`src/rtl/softmax_exp_sched.sv`:
```
// softmax_exp_sched: time-shares one external exp unit across a softmax vector, buffering results and their sum.
// Optional SOFTMAX_SAT_CNT_EN adds sat_cnt, the per-vector count of clamped inputs.
module softmax_exp_sched #(
  parameter int VEC_LEN = 16,
  parameter int IDX_W = $clog2(VEC_LEN),
  parameter int ACC_W = 32 + IDX_W
) (
  input  logic             clk,
  input  logic             rst_n,
  input  logic             in_valid,
  output logic             in_ready,
  input  logic [16:0]      in_x,
  input  logic             in_last,
  output logic [16:0]      exp_x,
  input  logic [20:0]      exp_y,
  output logic             out_valid,
  input  logic             out_ready,
  output logic [20:0]      out_exp,
  output logic [IDX_W-1:0] out_idx,
  output logic             out_last,
  output logic [ACC_W-1:0] sum,
  output logic             sum_valid,
  output logic             busy,
  output logic             len_err
`ifdef SOFTMAX_SAT_CNT_EN
  ,
  output logic [IDX_W:0]   sat_cnt
`endif
);
  localparam int SW = (ACC_W > 48 ? ACC_W : 48) + 1;
  typedef enum logic [1:0] {IDLE, LOAD, FLUSH, DRAIN} state_t;
  state_t state, state_d;
  logic [20:0] mem [VEC_LEN];
  logic [IDX_W:0] wr_ptr, in_idx;
  logic [IDX_W-1:0] rd_ptr;
  logic cap_pend, in_hs, out_hs, first_hs, last_hs, full_hs, over;
  logic [16:0] clamped;
  logic [SW-1:0] term, tot;
  always_comb begin
    over = in_x[15:12] > 4'd10;
    clamped = over ? {in_x[16], 4'd10, 12'd0} : (in_x == 17'h10000 ? 17'h00000 : in_x);
    in_hs = in_valid && in_ready;
    out_hs = out_valid && out_ready;
    first_hs = in_hs && state == IDLE;
    // the element being accepted sits one slot past the captures still in flight
    in_idx = wr_ptr + (IDX_W+1)'(cap_pend);
    full_hs = in_hs && !in_last && in_idx == (IDX_W+1)'(VEC_LEN-1);
    last_hs = in_last || in_idx == (IDX_W+1)'(VEC_LEN-1);
    term = SW'(exp_y[15:0]) << exp_y[20:16];
    tot = SW'(sum) + term;
  end
  always_ff @(posedge clk)
    if (!rst_n) state <= IDLE;
    else state <= state_d;
  always_comb begin
    state_d = state;
    unique case (state)
      IDLE, LOAD: if (in_hs) state_d = last_hs ? FLUSH : LOAD;
      FLUSH: state_d = DRAIN;
      DRAIN: if (out_hs && out_last) state_d = IDLE;
      default: state_d = IDLE;
    endcase
  end
  always_comb begin
    in_ready = state == IDLE || state == LOAD;
    out_valid = state == DRAIN;
    busy = state != IDLE;
    out_exp = out_valid ? mem[rd_ptr] : 21'd0;
    out_idx = rd_ptr;
    out_last = out_valid && {1'b0, rd_ptr} == wr_ptr - 1'b1;
  end
  always_ff @(posedge clk)
    if (cap_pend) mem[wr_ptr[IDX_W-1:0]] <= exp_y;
  always_ff @(posedge clk)
    if (!rst_n) begin
      exp_x <= '0;
      cap_pend <= 1'b0;
      wr_ptr <= '0;
      rd_ptr <= '0;
      sum <= '0;
      sum_valid <= 1'b0;
      len_err <= 1'b0;
    end else begin
      if (in_hs) exp_x <= clamped;
      cap_pend <= in_hs;
      if (out_hs && out_last) wr_ptr <= '0;
      else if (cap_pend) wr_ptr <= wr_ptr + 1'b1;
      if (state == FLUSH || (out_hs && out_last)) rd_ptr <= '0;
      else if (out_hs) rd_ptr <= rd_ptr + 1'b1;
      if (first_hs) sum <= '0;
      else if (cap_pend) sum <= |tot[SW-1:ACC_W] ? {ACC_W{1'b1}} : tot[ACC_W-1:0];
      if (state == FLUSH) sum_valid <= 1'b1;
      else if (out_hs && out_last) sum_valid <= 1'b0;
      len_err <= first_hs ? 1'b0 : (len_err || full_hs);
    end
`ifdef SOFTMAX_SAT_CNT_EN
  always_ff @(posedge clk)
    if (!rst_n) sat_cnt <= '0;
    else if (first_hs) sat_cnt <= (IDX_W+1)'(over);
    else if (in_hs && over) sat_cnt <= sat_cnt + 1'b1;
`endif
endmodule

```
`config.mk`:
```
export PLATFORM = sky130hd
export DESIGN_NAME = softmax_exp_sched
export DESIGN_NICKNAME = d
export VERILOG_FILES = /design/src/rtl/softmax_exp_sched.sv
export SDC_FILE = /design/constraint.sdc
export NUM_CORES = 1
export LEC_CHECK = 0
export BUFFER_PORTS_ARGS = -buffer_cell sky130_fd_sc_hd__buf_4
export CAP_MARGIN = 20
export CORE_MARGIN = 10
export CORE_UTILIZATION = 40
export CTS_BUF_LIST = sky130_fd_sc_hd__clkbuf_4 sky130_fd_sc_hd__clkbuf_8
export DETAILED_ROUTE_END_ITERATION = 12
export RECOVER_POWER = 50
export SLEW_MARGIN = 20
export SYNTH_ARGS = -nofsm -noshare
export SYNTH_HDL_FRONTEND = slang
export SYNTH_SLANG_ARGS = --single-unit
```
`constraint.sdc`:
```
create_clock -name clk -period 4.11 [get_ports clk]
set_clock_uncertainty 0.2 [all_clocks]
set_input_delay 0.2055 -clock clk [delete_from_list [all_inputs] [get_ports clk]]
set_output_delay 0.2055 -clock clk [all_outputs]
set_load 0.02 [all_outputs]
```
==> results of run 1 <==
-- worst max-delay path, delay by kind of cell --
family	cells	cell delay, ns
compound gates	5	0.87
simple gates	4	1.14
buf+inv	5	0.80
fa+ha+maj	1	0.40
mux	4	0.84
-- flip-flops by register name, indices dropped and copies added, names as in the netlist, named ones only --
signal	cells
sum_valid	1
sum	36
state	2
wr_ptr	5
len_err	1
out_idx	4
exp_x	17
cap_pend	1
mem	336
-- power by group through the flow --
| stage | clock [mW] | combinational (mW) | sequential [mW] |
|---|---|---|---|
| after floorplan | 0 | 0.517 | 4.67 |
| after global placement | 0 | 1.09 | 4.64 |
| after detailed placement | 0 | 1.09 | 4.64 |
| after CTS | 3.78 | 1.16 | 4.56 |
| after global routing | 3.97 | 1.24 | 4.56 |
| final | 3.69 | 1.14 | 4.56 |
-- through the flow --
| step | cell area (um^2) | setup TNS (ns) |
|---|---|---|
| 5_1_grt | 24500 | -0.961 |
| 4_1_cts | 24700 | 0 |
| 6_report | 24500 | 0 |
| 2_1_floorplan | 19300 | 0 |
| 3_5_place_dp | 22600 | -25.41 |
| 3_3_place_gp | 22600 | -24.22 |
-- cells by family (layout without fill, tap and decap cells) --
| group | Yosys count | in the layout | synth area share, % |
|---|---|---|---|
| multiplexers | 150 | 150 | 15.5 |
| XOR/XNOR | 44 | 44 | 2.01 |
| adder cells (fa/ha/maj) | 45 | 45 | 2.97 |
| buffers and inverters | 92 | 590 | 2.04 |
| flip-flops | 407 | 407 | 60.0 |
| AO/OA/AOI/OAI | 285 | 285 | 9.20 |
| AND/OR/NAND/NOR | 324 | 324 | 8.26 |
-- worst paths after layout --
path,startpoint,to,slack (ns),cells past startpoint
worst max-delay path,exp_y[16],sum[5],0.11,19
worst min-delay path,in_x[13],exp_x[13],0.20,3
worst max register to register,state[1],exp_x[3],0.34,7
worst min register to register,sum_valid,sum_valid,0.30,2
-- layout make-up --
cell class,count,area (um^2)
fill,4072,23100
sequential,407,11500
multi-input combinational,848,7410
timing repair buffer,443,3290
clock buffer,100,1230
tap,615,769
clock inverter,23,171
inverter,24,90.1
-- cell usage after synthesis (all sizes together) (8+ instances only) --
library cell | n | area, um^2
o21ai | 81 | 405
and2 | 47 | 294
nor3 | 16 | 80.1
clkbuf | 41 | 154
o211ai | 9 | 72.6
nand3 | 14 | 70.1
a22oi | 16 | 120
nor2 | 93 | 349
buf | 27 | 148
a21oi | 74 | 374
xor2 | 24 | 210
nand4 | 12 | 75.1
nand2b | 8 | 50.1
mux2i | 19 | 190
mux2 | 14 | 158
xnor2 | 20 | 175
o22ai | 10 | 62.6
nor4 | 9 | 71.3
inv | 23 | 86.3
mux4 | 117 | 2640
edfxtp | 336 | 10100
ha | 44 | 551
and3 | 10 | 62.6
a31oi | 41 | 257
nand2 | 89 | 334
dfxtp | 71 | 1420
-- per-layer routing --
layer  vias up  GRT usage, %  part of all wire [%]
li1       6229             -                     -
met1      6836          24.9                    42
met2       431          32.5                    49
met3       110          3.42                   5.5
met4         0          6.77                   2.9
met5         -             0                     0
-- what timing repair did --
action | in CTS | in global routing
buffers inserted | 0 | 4
setup endpoints to repair | 31 | 36
pin swaps | 0 | 7
gates cloned | 0 | 1
gates resized for setup | 1 | 15
hold endpoints to repair | 371 | 0
hold buffers | 71 | 0
==> flow_metrics.py, run 1 <==
metrics = {
    "final_layout": {
        "num_antenna_cells": 0,
        "final_core_util_pct": 51.5,
        "fin_cells": 2460,
        "final_cell_mix": "336 x edfxtp_1, 272 x buf_4, 117 x mux4_2",
        "mostFrequentLayoutCell": "edfxtp_1",
        "layout.nets": 1884,
        "area_delta_synth_final_pct": 27.5,
        "drive_gt1_share_pct": 30.1,
    },
    "clock_network": {
        "cts_tree": "yes",
        "clk_pin_slew_ns": 0.07,
        "clockBufferDepth": 3,
        "clkLatencyLatePin_ns": 0.67,
        "cts.sinks": 407,
        "clock_tree.root_cell": "clkbuf_8",
        "htree_levels": 3,
        "cts-buffers-inserted": 72,
    },
    "place": {
        "detailed_place_hpwl_um": 35700,
        "port_buffers": 126,
        "pre_cts_ws_ns": -0.724,
        "place.gp.congestion": 0.916,
        "dp_cells": 2261,
    },
    "detailed_routing": {
        "vias": 13606,
        "wl_per_cell_um": 22.6,
        "avgViaCountPerCell": 5.53,
        "routed_wl_um": 55500,
        "ant_nets": 0,
        "drtPass1Iterations": 6,
        "drt_iter0_drc": 1139,
        "drc": 0,
    },
    "power": {
        "switchingPower_mw": 2.34,
        "p_int_mw": 7.04,
        "finalPower_mw": 9.38,
        "vdd_drop_max_mv": 0.267,
        "p_sw_share_pct": 24.9,
        "p_seq_share_pct": 48.6,
        "combPwrFrac_pct": 12.2,
        "clock_power_share_pct": 39.3,
        "p_leak_nw": 8.73,
        "powerDensity_nw_per_um2": 383,
    },
    "die": {
        "fp.dieW_um": 239,
        "die_height_um": 239,
        "core_area_um2": 47500,
        "rows": 80,
        "start_util_pct": 40.4,
        "die_area_um2": 57100,
        "ios": 127,
    },
    "worst_setup_path": {
        "path_cells": "buf_6 > buf_12 > buf_4 > mux2i_1 > mux2i_2 > mux2i_2 > o21ai_1 > o2bb2ai_1 > ha_1 > nand4_1 > or4_1 > o22a_1 > a21oi_1 > nor2_1 > mux2i_1 > nor4_4 > buf_4 > buf_4 > a31oi_1",
        "end_kind": "register",
        "required_ns": 4.40,
        "crit_path_start_kind": "input pin",
        "crit_top_cell": "buf_4",
        "arrival_ns": 4.30,
        "slowest_delay_ns": 0.55,
        "crit_type": "input pin to register",
        "path_max_fanout": 15,
        "critPathSlowestCell": "or4_1",
    },
    "yosys": {
        "ys_seq_area_share_pct": 60.0,
        "synth_cell_type_count": 74,
        "yosysWarnings": 0,
        "syn_nets": 1435,
        "synth_edf_count": 336,
        "syn_area_per_cell_um2": 14.2,
        "synth_area_um2": 19200,
        "synth_ff_type": "edfxtp_1",
        "async_flop_share_pct": 0,
        "yosys_register_bits": 407,
        "syn_inst": 1347,
    },
    "timing": {
        "worstMarginPinSlew_ns": 0.991,
        "slew_headroom_pct": 33.9,
        "min_period_ns": 4.00,
        "hold_viol": 0,
        "finalMaxSlewViolations": 0,
        "setup_ws_ns": 0.108,
        "period_share_pct": 97.4,
        "whs_ns": 0.205,
        "setup_viol": 0,
        "max_freq_ghz": 0.250,
    },
    "global_routing": {
        "grt_usage_pct": 19.4,
        "grt_max_degree": 42,
        "grt_pass1_vias": 13860,
        "grt_pass1_wl_um": 84600,
        "overflow": 0,
        "grt_antenna_before_repair": 0,
    },
    "flow_run": {
        "maxCapViolCount": 0,
    },
    "outcome": {
        "status": "finished clean",
    },
    "min_path": {
        "hold_class": "input pin to register",
    },
}
Note: power is estimated with default switching activity, not from simulation.
==> run 2, diff against run 1 <==
- CORE_ASPECT_RATIO: default -> 1.5
- REMOVE_ABC_BUFFERS: default -> 1
==> flow_metrics.py, run 2 (synthesized netlist as in run 1, its figures left out) <==
metrics = {
    "outcome": {
        "status": "finished clean",
    },
    "detailed_routing": {
        "routed_wl_um": 55700,
        "drc": 0,
        "drt_iter0_drc": 900,
        "ant_nets": 0,
        "avgViaCountPerCell": 5.54,
        "drtPass1Iterations": 5,
        "wl_per_cell_um": 22.9,
        "vias": 13463,
    },
    "global_routing": {
        "grt_pass1_wl_um": 83800,
        "grt_antenna_before_repair": 3,
        "overflow": 0,
        "grt_usage_pct": 19.2,
        "grt_max_degree": 50,
        "grt_pass1_vias": 14003,
    },
    "worst_setup_path": {
        "path_max_fanout": 16,
        "end_kind": "register",
        "crit_path_start_kind": "input pin",
        "arrival_ns": 4.29,
        "r2r-start": "sum[0]",
        "required_ns": 4.42,
        "ff2ff_path_depth": 15,
        "reg2reg_to": "sum[11]",
        "crit_type": "input pin to register",
        "r2r_setup_slack_ns": 0.41,
    },
    "final_layout": {
        "final_cell_mix": "336 x edfxtp_1, 274 x buf_4, 117 x mux4_2",
        "fin_cells": 2430,
        "final_core_util_pct": 50.9,
        "largest_reg_flops": 336,
        "layout.nets": 1869,
        "drive_gt1_share_pct": 29.6,
        "mostFrequentLayoutCell": "edfxtp_1",
        "area_delta_synth_final_pct": 26.1,
        "stdcell_area_um2": 24200,
    },
    "timing": {
        "fin_tns_setup_ns": 0,
        "max_freq_ghz": 0.251,
        "period_share_pct": 96.8,
        "setup_ws_ns": 0.130,
        "worstMarginPinSlew_ns": 1.10,
        "hold_viol": 0,
        "min_period_ns": 3.98,
        "setup_viol": 0,
        "slew_headroom_pct": 26.4,
        "finalMaxSlewViolations": 0,
    },
    "clock_network": {
        "cts_tree": "yes",
        "clkLatencyLatePin_ns": 0.64,
        "cts-buffers-inserted": 59,
        "htree_levels": 2,
        "clockBufferDepth": 3,
        "cts.sinks": 407,
        "clock_tree.root_cell": "clkbuf_8",
        "clk_pin_slew_ns": 0.06,
    },
    "place": {
        "place.gp.congestion": 0.981,
        "port_buffers": 126,
        "pre_cts_ws_ns": -0.677,
        "detailed_place_hpwl_um": 37700,
        "dp_cells": 2248,
        "dpl_cell_area_um2": 22500,
    },
    "die": {
        "fp.dieW_um": 199,
        "core_area_um2": 47600,
        "rows": 98,
        "die_height_um": 288,
        "start_util_pct": 40.3,
        "ios": 127,
        "die_area_um2": 57300,
    },
    "power": {
        "p_leak_nw": 8.60,
        "powerDensity_nw_per_um2": 373,
        "vdd_drop_max_mv": 0.266,
    },
    "min_path": {
        "hold_class": "input pin to register",
        "holdPathEnd": "exp_x[13]",
        "hold_depth": 3,
        "min_from": "in_x[13]",
    },
    "flow_run": {
        "maxCapViolCount": 0,
    },
}
run 2: changes by cell type in the layout (fill, tap and decap cells not counted), moves of 3 or more:
cell	before	now
clkbuf_8	77	60
o21ai_1	12	6
o21ai_0	69	74
a21oi_1	67	71
bufinv_16	1	4
clkbuf_4	23	20
clkinv_2	5	8
diode_2	0	3
dlygate4sd3_1	71	68
run 2: worst max-delay path: stages:
cell	delay (ns)
buf_6	0.19
mux4_2	0.55
mux2_2	0.30
inv_1	0.08
nand2_1	0.07
and3_1	0.23
ha_1	0.37
a21oi_1	0.20
o21ai_0	0.19
or4b_4	0.53
and3b_1	0.20
a32oi_1	0.26
mux2i_1	0.16
nor4_4	0.31
buf_4	0.18
buf_6	0.15
a31oi_1	0.09
run 2: through the flow:
stage                     total power, mW  hold WS [ns]
after detailed placement             5.72         0.264
after CTS                            9.12        0.0357
after global routing                 9.37         0.179
after floorplan                      5.14         0.104
after global placement               5.71         0.253
final                                9.02         0.194
run 2: worst max-delay path by stage:
stage          slack (ns)       from         end
3_5_place_dp        -0.68  exp_y[16]     sum[11]
5_1_grt             -0.06  exp_y[16]     sum[17]
2_1_floorplan       -1.16   register  out_exp[0]
3_3_place_gp        -0.63  exp_y[16]      sum[6]
4_1_cts              0.03  exp_y[16]     sum[14]
6_report             0.13  exp_y[16]     sum[11]
run 2: power breakdown:
part / internal (mW) / total [mW] / switching (mW)
Clock: 1.78 / 3.34 / 1.55
Sequential: 4.51 / 4.55 / 0.0419
Combinational: 0.508 / 1.13 / 0.619
run 2: timing repair:
action / CTS / global route
hold endpoints to repair: 365 / 4
setup buffers: 0 / 3
cloned: 0 / 1
resized for setup: 2 / 24
pin swaps: 0 / 5
endpoints found under the setup margin: 12 / 36
hold buffers: 67 / 1
run 2: final cells by class:
type | count | area (um^2)
antenna | 3 | 7.51
inverter | 24 | 93.8
clock inverter | 29 | 253
timing repair buffer | 441 | 3250
fill | 4146 | 23400
tap | 600 | 751
multi-input combinational | 848 | 7370
clock buffer | 78 | 961
sequential | 407 | 11500
run 2: routing by layer:
| layer | routed length, um | up-vias | share of wire, % | global-route usage, % |
|---|---|---|---|---|
| met2 | 30300 | 391 | 54 | 35.4 |
| met1 | 20600 | 6771 | 37 | 21.5 |
| met4 | 2200 | 0 | 3.9 | 8.38 |
| met5 | 0 | - | 0 | 0 |
| met3 | 2670 | 102 | 4.8 | 2.66 |
| li1 | - | 6199 | - | - |
